==> src/rtl/spi_slave_if.sv <==
// Byte-oriented SPI responder bus: serial pins toward the master plus the
// parallel TX/RX side toward the local peripheral logic.
interface spi_slave_if;
  logic       sclk_i;
  logic       mosi_i;
  logic       ss_n_i;
  logic       miso_o;
  logic [7:0] din_i;
  logic       load_i;
  logic       tx_ready_o;
  logic [7:0] dout_o;
  logic       rx_done_tick_o;
  logic       tx_underrun_o;
  logic       busy_o;

  modport slave (
    input  sclk_i, mosi_i, ss_n_i, din_i, load_i,
    output miso_o, tx_ready_o, dout_o, rx_done_tick_o, tx_underrun_o, busy_o
  );

  modport master (
    output sclk_i, mosi_i, ss_n_i, din_i, load_i,
    input  miso_o, tx_ready_o, dout_o, rx_done_tick_o, tx_underrun_o, busy_o
  );
endinterface

==> src/rtl/spi_slave.sv <==
// SPI slave endpoint: oversamples SCLK/MOSI/SS_N in clk_i, exchanges one byte
// per 8 SCLK cycles with a single-entry TX buffer and a parallel RX register.
module spi_slave #(
  parameter bit         CPOL      = 1'b0,
  parameter bit         CPHA      = 1'b0,
  parameter logic [7:0] FILL_BYTE = 8'h00
) (
  input logic        clk_i,
  input logic        rst_i,
  spi_slave_if.slave bus
);

  typedef enum logic {IDLE, SHIFT} state_e;

  state_e     state_q, state_d;
  logic [2:0] sclk_sync_q, sclk_sync_d;
  logic [1:0] ss_sync_q, ss_sync_d;
  logic [1:0] mosi_sync_q, mosi_sync_d;
  logic [2:0] bit_cnt_q, bit_cnt_d;
  logic [7:0] rx_shift_q, rx_shift_d;
  logic [7:0] tx_shift_q, tx_shift_d;
  logic [7:0] dout_q, dout_d;
  logic [7:0] txbuf_q, txbuf_d;
  logic       txbuf_full_q, txbuf_full_d;
  logic       rx_done_q, rx_done_d;
  logic       underrun_q, underrun_d;

  logic sclk_now, sclk_prev, ss_s, mosi_s;
  logic lead, trail, capture, launch, reload;

  // sclk_sync_q[2] is the history flop used only for edge detection
  assign sclk_now  = sclk_sync_q[1];
  assign sclk_prev = sclk_sync_q[2];
  assign ss_s      = ss_sync_q[1];
  assign mosi_s    = mosi_sync_q[1];
  assign lead      = (sclk_prev == CPOL) && (sclk_now != CPOL);
  assign trail     = (sclk_prev != CPOL) && (sclk_now == CPOL);
  assign capture   = CPHA ? trail : lead;
  assign launch    = CPHA ? lead  : trail;

  always_comb begin
    sclk_sync_d  = {sclk_sync_q[1:0], bus.sclk_i};
    ss_sync_d    = {ss_sync_q[0], bus.ss_n_i};
    mosi_sync_d  = {mosi_sync_q[0], bus.mosi_i};
    state_d      = state_q;
    bit_cnt_d    = bit_cnt_q;
    rx_shift_d   = rx_shift_q;
    tx_shift_d   = tx_shift_q;
    dout_d       = dout_q;
    txbuf_d      = txbuf_q;
    txbuf_full_d = txbuf_full_q;
    rx_done_d    = 1'b0;
    underrun_d   = 1'b0;
    reload       = 1'b0;

    case (state_q)
      IDLE: begin
        if (!ss_s) begin
          state_d   = SHIFT;
          bit_cnt_d = 3'd0;
          reload    = !CPHA;
        end
      end
      SHIFT: begin
        if (ss_s) begin
          // Frame released: partial bytes in both directions are abandoned
          state_d    = IDLE;
          bit_cnt_d  = 3'd0;
          tx_shift_d = 8'h00;
        end else begin
          if (capture) begin
            rx_shift_d = {rx_shift_q[6:0], mosi_s};
            bit_cnt_d  = bit_cnt_q + 3'd1;
            if (bit_cnt_q == 3'd7) begin
              dout_d    = {rx_shift_q[6:0], mosi_s};
              rx_done_d = 1'b1;
            end
          end
          // bit_cnt==0 on a launch edge marks the start of a new byte
          if (launch) begin
            if (bit_cnt_q == 3'd0) reload = 1'b1;
            else                   tx_shift_d = {tx_shift_q[6:0], 1'b0};
          end
        end
      end
      default: state_d = IDLE;
    endcase

    if (reload) begin
      if (txbuf_full_q) begin
        tx_shift_d   = txbuf_q;
        txbuf_full_d = 1'b0;
      end else begin
        tx_shift_d = FILL_BYTE;
        underrun_d = 1'b1;
      end
    end

    // Loads only land in an empty buffer, so a same-cycle reload never collides
    if (bus.load_i && !txbuf_full_q) begin
      txbuf_d      = bus.din_i;
      txbuf_full_d = 1'b1;
    end
  end

  always_ff @(posedge clk_i) begin
    if (rst_i) begin
      state_q      <= IDLE;
      sclk_sync_q  <= {3{CPOL}};
      ss_sync_q    <= 2'b11;
      mosi_sync_q  <= 2'b00;
      bit_cnt_q    <= 3'd0;
      rx_shift_q   <= 8'h00;
      tx_shift_q   <= 8'h00;
      dout_q       <= 8'h00;
      txbuf_q      <= 8'h00;
      txbuf_full_q <= 1'b0;
      rx_done_q    <= 1'b0;
      underrun_q   <= 1'b0;
    end else begin
      state_q      <= state_d;
      sclk_sync_q  <= sclk_sync_d;
      ss_sync_q    <= ss_sync_d;
      mosi_sync_q  <= mosi_sync_d;
      bit_cnt_q    <= bit_cnt_d;
      rx_shift_q   <= rx_shift_d;
      tx_shift_q   <= tx_shift_d;
      dout_q       <= dout_d;
      txbuf_q      <= txbuf_d;
      txbuf_full_q <= txbuf_full_d;
      rx_done_q    <= rx_done_d;
      underrun_q   <= underrun_d;
    end
  end

  assign bus.miso_o         = tx_shift_q[7];
  assign bus.tx_ready_o     = !txbuf_full_q;
  assign bus.dout_o         = dout_q;
  assign bus.rx_done_tick_o = rx_done_q;
  assign bus.tx_underrun_o  = underrun_q;
  assign bus.busy_o         = (state_q == SHIFT);

endmodule

==> src/flat_wrapper.sv <==
// flat-port wrapper written by rule: the top's interface ports become plain ports
module spi_slave_flat 
#(
  parameter bit         CPOL      = 1'b0,
  parameter bit         CPHA      = 1'b0,
  parameter logic [7:0] FILL_BYTE = 8'h00
)
  (clk_i, rst_i, bus_sclk_i, bus_mosi_i, bus_ss_n_i, bus_din_i, bus_load_i, bus_miso_o, bus_tx_ready_o, bus_dout_o, bus_rx_done_tick_o, bus_tx_underrun_o, bus_busy_o);
  spi_slave_if bus_i ();
  input logic clk_i;
  input logic rst_i;
  input wire logic [$bits(bus_i.sclk_i)-1:0] bus_sclk_i;
  input wire logic [$bits(bus_i.mosi_i)-1:0] bus_mosi_i;
  input wire logic [$bits(bus_i.ss_n_i)-1:0] bus_ss_n_i;
  input wire logic [$bits(bus_i.din_i)-1:0] bus_din_i;
  input wire logic [$bits(bus_i.load_i)-1:0] bus_load_i;
  output wire logic [$bits(bus_i.miso_o)-1:0] bus_miso_o;
  output wire logic [$bits(bus_i.tx_ready_o)-1:0] bus_tx_ready_o;
  output wire logic [$bits(bus_i.dout_o)-1:0] bus_dout_o;
  output wire logic [$bits(bus_i.rx_done_tick_o)-1:0] bus_rx_done_tick_o;
  output wire logic [$bits(bus_i.tx_underrun_o)-1:0] bus_tx_underrun_o;
  output wire logic [$bits(bus_i.busy_o)-1:0] bus_busy_o;
  assign bus_i.sclk_i = bus_sclk_i;
  assign bus_i.mosi_i = bus_mosi_i;
  assign bus_i.ss_n_i = bus_ss_n_i;
  assign bus_i.din_i = bus_din_i;
  assign bus_i.load_i = bus_load_i;
  assign bus_miso_o = bus_i.miso_o;
  assign bus_tx_ready_o = bus_i.tx_ready_o;
  assign bus_dout_o = bus_i.dout_o;
  assign bus_rx_done_tick_o = bus_i.rx_done_tick_o;
  assign bus_tx_underrun_o = bus_i.tx_underrun_o;
  assign bus_busy_o = bus_i.busy_o;
  spi_slave #(.CPOL(CPOL), .CPHA(CPHA), .FILL_BYTE(FILL_BYTE)) u_core (.clk_i(clk_i), .rst_i(rst_i), .bus(bus_i));
endmodule
==> config.mk <==
export PLATFORM = sky130hd
export DESIGN_NAME = spi_slave_flat
export DESIGN_NICKNAME = d
export VERILOG_FILES = /design/src/rtl/spi_slave_if.sv /design/src/rtl/spi_slave.sv /design/src/flat_wrapper.sv
export SDC_FILE = /design/constraint.sdc
export NUM_CORES = 1
export LEC_CHECK = 0
export CORE_AREA = 8 8 65 67
export CTS_BUF_LIST = sky130_fd_sc_hd__clkbuf_4 sky130_fd_sc_hd__clkbuf_8 sky130_fd_sc_hd__clkbuf_16
export DETAILED_ROUTE_END_ITERATION = 16
export DIE_AREA = 0 0 73 75
export DONT_BUFFER_PORTS = 1
export PLACE_DENSITY = 0.7
export SLEW_MARGIN = 20
export SYNTH_ARGS = -nofsm -noshare
export SYNTH_HDL_FRONTEND = slang
export SYNTH_SLANG_ARGS = --single-unit
==> constraint.sdc <==
create_clock -name clk_i -period 2 [get_ports clk_i]
set_clock_uncertainty 0.15 [all_clocks]
set_input_delay 0.1 -clock clk_i [delete_from_list [all_inputs] [get_ports clk_i]]
set_output_delay 0.1 -clock clk_i [all_outputs]
set_load 0.03 [all_outputs]
Yosys cells after proc, flatten, opt, wreduce, memory -nomap -nowiden. Cells that the tools add are included.

Flip-flop bits (word level): 45. Input port bits: 14. Output and inout port bits: 13. Logic and storage cells: 56.

Add/sub/neg operators: 1. Equal/unequal tests: 4. Mux-type cells: 19. Bitwise logic cells: 6. Reductions and logical operators: 14.

Operators with widths (count): 8-bit 2-to-1 mux (6); 3-bit 2-to-1 mux (3); 1-bit 2-to-1 mux (8); 1-bit NOT (6); 3-bit case mux with 2 select lines (1); 3-bit AND reduction (2); 4-bit AND reduction (1); 2-bit nonzero test (2); 4-bit OR reduction (1); 3-bit by 1-bit adder with 3-bit output, second input constant (1); 3-bit equality test, second input constant (1); 1-bit logical AND (3); 3-bit logical NOT (1); 3-bit by 1-bit != test with 1-bit output, second input constant (1); 3-bit != test, second input constant (1); 3-bit nonzero test (1); 2-bit != test, second input constant (1); 1-bit case mux with 2 select lines (1); 2-bit AND reduction (1); 2-bit OR reduction (1); 1-bit logical NOT (1).

Depth between registers and ports, before layout.
Depth in word-level cells: 7. Mapped depth: 6.

Worst setup path before layout. OpenSTA, ideal clock, no wires.

Path kind: register -> register. Start point: register u_core.state_q, in the netlist u_core.bus.busy_o. End point: register u_core.dout_q[0], in the netlist u_core.bus.dout_o[0]. Arrival time: 1.375 ns. Data required time: 1.779 ns. Setup slack: 0.404 ns. Cell stages (with the launch flop): 6. Cell sequence: dfxtp_1 -> and4bb_1 -> buf_4 -> buf_2 -> nand3_1 -> a21oi_1.

Word-level cells in the longest chain between the ends: 1.

RTL lines: start: declaration (RTL line spi_slave.sv:15) `state_e state_q, state_d;`; start signal: assignment (RTL line spi_slave.sv:121) `state_q <= state_d;`; 4-bit AND reduction (no source line); end signal: assignment (RTL line spi_slave.sv:128) `dout_q <= dout_d;`; end: declaration (RTL line spi_slave.sv:22) `logic [7:0] dout_q, dout_d;`.

No other way between the ends. A chain may end at the register's enable or synchronous reset.

Worst setup path after layout.
Start point: register u_core.bit_cnt_q[0]. End point: register u_core.tx_shift_q[1].

Word-level cells in the longest chain between the ends: 7.

RTL lines: start: declaration (RTL line spi_slave.sv:19) `logic [2:0] bit_cnt_q, bit_cnt_d;`; start signal: assignment (RTL line spi_slave.sv:125) `bit_cnt_q <= bit_cnt_d;`; 3-bit logical NOT (*) (RTL line spi_slave.sv:81) `if (bit_cnt_q == 3'd0) reload = 1'b1;`; 1-bit 2-to-1 mux (RTL line spi_slave.sv:81); 1-bit 2-to-1 mux (RTL line spi_slave.sv:80) `if (launch) begin`; 1-bit 2-to-1 mux (RTL line spi_slave.sv:65) `if (ss_s) begin`; 1-bit case mux with 2 select lines (RTL line spi_slave.sv:56) `case (state_q)`; 3-bit by 1-bit != test with 1-bit output (no source line) (tied with other cells); 3-bit AND reduction (no source line); end signal: assignment (RTL line spi_slave.sv:127) `tx_shift_q <= tx_shift_d;`; end: declaration (RTL line spi_slave.sv:21) `logic [7:0] tx_shift_q, tx_shift_d;`.

Mark *: on every way between the ends. The rest lies on a longest branch, timed or not.

==> qor.yml <==
logic_synthesis:
  netlist-cell-type-count: 28
  syn_inst: 169
  yosysSeqAreaShare: 0.538
  synth_nets: 186
  syn_area_um2: 1680
  synth_area_leaders: "dfxtp_1 (54%), mux2i_1 (9.0%), nor2_1 (6.7%)"
  syn_avg_cell_area_um2: 9.91
  synth.largest_area_cell: "dfxtp_1"
  ys.flop_type: "dfxtp_1"
  synth_top_area_frac: 0.538
  synth_edf_count: 0
  synth-seq-cells: 45
  yosys_warnings: 0
  synthArstFlopShare: 0
setup_path:
  critPathKind: "reg -> reg"
  arrival_ps: 1800
  path_delay_family: "compound AO/OA/AOI/OAI gates"
  required_ps: 2090
  slowest_stage: "dfxtp_1"
  critPathLaunchType: "flop"
  endpoint_kind: "flop"
  path_cells: "inv_1 -> ha_1 -> nand4bb_4 -> a211oi_4 -> buf_4 -> a221oi_1 -> nor3_2"
  slowest_delay_ps: 380
  cp_num_buf_inv: 2
  crit_path_max_fanout: 9
cts:
  cts.sinks: 45
  cts_made_buffers: 5
  clk_latency_ps: 350
  root_buffer: "clkbuf_4"
  cts.clk_slew.worst_paths_ps: 120
  htreeDepth: 2
  cts_resized: 0
  cts_tree: "yes"
  ctsLongestPathBuffers: 2
global_route:
  overflow: 0
  grt_pass1_wl_mm: 5.22
  grt_pass1_vias: 1124
  grtUsageTotal: 0.123
  grt_max_degree: 46
  antenna_found_initial: 0
placement:
  place_congestion: 0.692
  port_buffers: 0
  hpwl_mm: 2.12
  dp_cells: 209
timing:
  hold_slack_ps: 112
  relSlewSlack: 0.740
  drv_slew: 0
  period_share: 0.853
  tightest_slew_ps: 389
  finalSetupTns_ps: 0
  fin_crit_ps: 1710
  rsz0062_at_grt: "false"
  max_freq_mhz: 586
  hold_viol_final: 0
  setup_violations: 0
layout:
  num_antenna_cells: 0
  area_delta_synth_final_pct: 15.4
  final_cell_mix: "dfxtp_1 (45), nor2_1 (30), mux2i_1 (15)"
  fin_util: 0.598
  drive_above_1_share: 0.113
  fillers: 278
  stdcell_count: 232
  fin_nets: 202
  layout.cells.most_common: "dfxtp_1"
route:
  viasPerCell: 5.21
  drcViolationCount: 0
  vias: 1209
  ant_nets: 0
  drt-pass1-iter-count: 4
  routed_wl_mm: 3.12
  drt-initial-drc-count: 46
  wl_per_cell_um: 13.4
power:
  pwr_density_cell_nw_per_um2: 775
  power_leakage_uw: 0.000714
  power_uw: 1500
  ir_drop_mv: 0.491
outcome:
  status: "completed"
floorplanning:
  ios: 27
  std_cell_rows: 21
  die_area_um2: 5480
  core_area_um2: 3230
  fp.dieW_um: 73
  start_util: 0.518
  die-height_um: 75
worst_hold_path:
  min_path_type: "in -> reg"
run:
  drv_cap: 0
flip-flops by register name, indices dropped and copies added (netlist names):
signal and flops:
u_core.txbuf_q 8, u_core.bus.rx_done_tick_o 1, u_core.sclk_sync_q 3, u_core.mosi_sync_q 2, u_core.bus.tx_underrun_o 1, u_core.ss_sync_q 2, u_core.bus.dout_o 8, u_core.bit_cnt_q 3
u_core.tx_shift_q 8, u_core.bus.busy_o 1, u_core.txbuf_full_q 1, u_core.rx_shift_q 7
metal layers:
layer / vias up / global-route usage / routed length (µm)
met3: 5 / 0.0652 / 293
met2: 37 / 0.196 / 1490
met1: 550 / 0.132 / 1290
li1: 617 / - / -
met5: - / 0 / 0
met4: 0 / 0.0600 / 42
timing repair:
action / in CTS / in global routing
setup endpoints to repair: 0 / 4
buffers inserted: 0 / 1
endpoints found under the hold margin: 45 / 0
hold buffers: 14 / 0
where the power goes:
part	switching, µW	internal (µW)	total, µW
sequential	21.1	924	945
combinational	56.2	55.8	112
clock	260	181	441
worst min-delay path, stage by stage:
cell	delay (ps)
nor2b_1	110
buf_4	170
mux2i_1	120
nor2_1	70
final cells by class:
cell class              count  area, µm²  area share
flip-flops and latches     45        901       0.466
multi-input cells         112        723       0.374
repair buffers             18        180      0.0932
clock buffers               8       60.1      0.0311
well taps                  46       57.6      0.0298
inverters                   3       11.3     0.00583
synth_stat cells, types with 2 or more instances:
cell type  count
mux2i_1       15
nand2_1        9
nor2_1        30
a221oi_1       7
a22oi_1        3
nor3_1         8
dfxtp_1       45
or2_2          2
a21oi_1        8
nand2b_1       2
nor2b_1        7
ha_1           3
inv_1          2
buf_2          2
clkbuf_1       6
nand3_1        8
metrics by stage:
| stage | cell area, µm² | setup slack [ps] |
|---|---|---|
| after floorplan | 1680 | 404 |
| after global routing | 1930 | 156 |
| after CTS | 1930 | 180 |
| final | 1930 | 293 |
| after detailed placement | 1720 | 197 |
| after global placement | 1720 | 295 |
final timing paths:
check | start | endpoint | slack, ps | depth (start not counted)
worst max-delay path | u_core.bit_cnt_q[0] | u_core.tx_shift_q[1] | 290 | 7
worst max register to register | u_core.bit_cnt_q[0] | u_core.tx_shift_q[1] | 290 | 7
worst min-delay path | bus_load_i | u_core.txbuf_q[5] | 110 | 4
worst min register to register | u_core.ss_sync_q[0] | u_core.ss_sync_q[1] | 270 | 1
cells by family (layout without fill, tap and decap cells):
logic type	count (synthesis)	in the layout	synth area share
AND/OR/NAND/NOR	71	71	0.216
multiplexers	15	15	0.0896
flip-flops	45	45	0.538
adder cells (fa/ha/maj)	3	3	0.0224
AO/OA/AOI/OAI	23	23	0.104
buffers and inverters	12	29	0.0306
(Power assumes the default switching activity.)
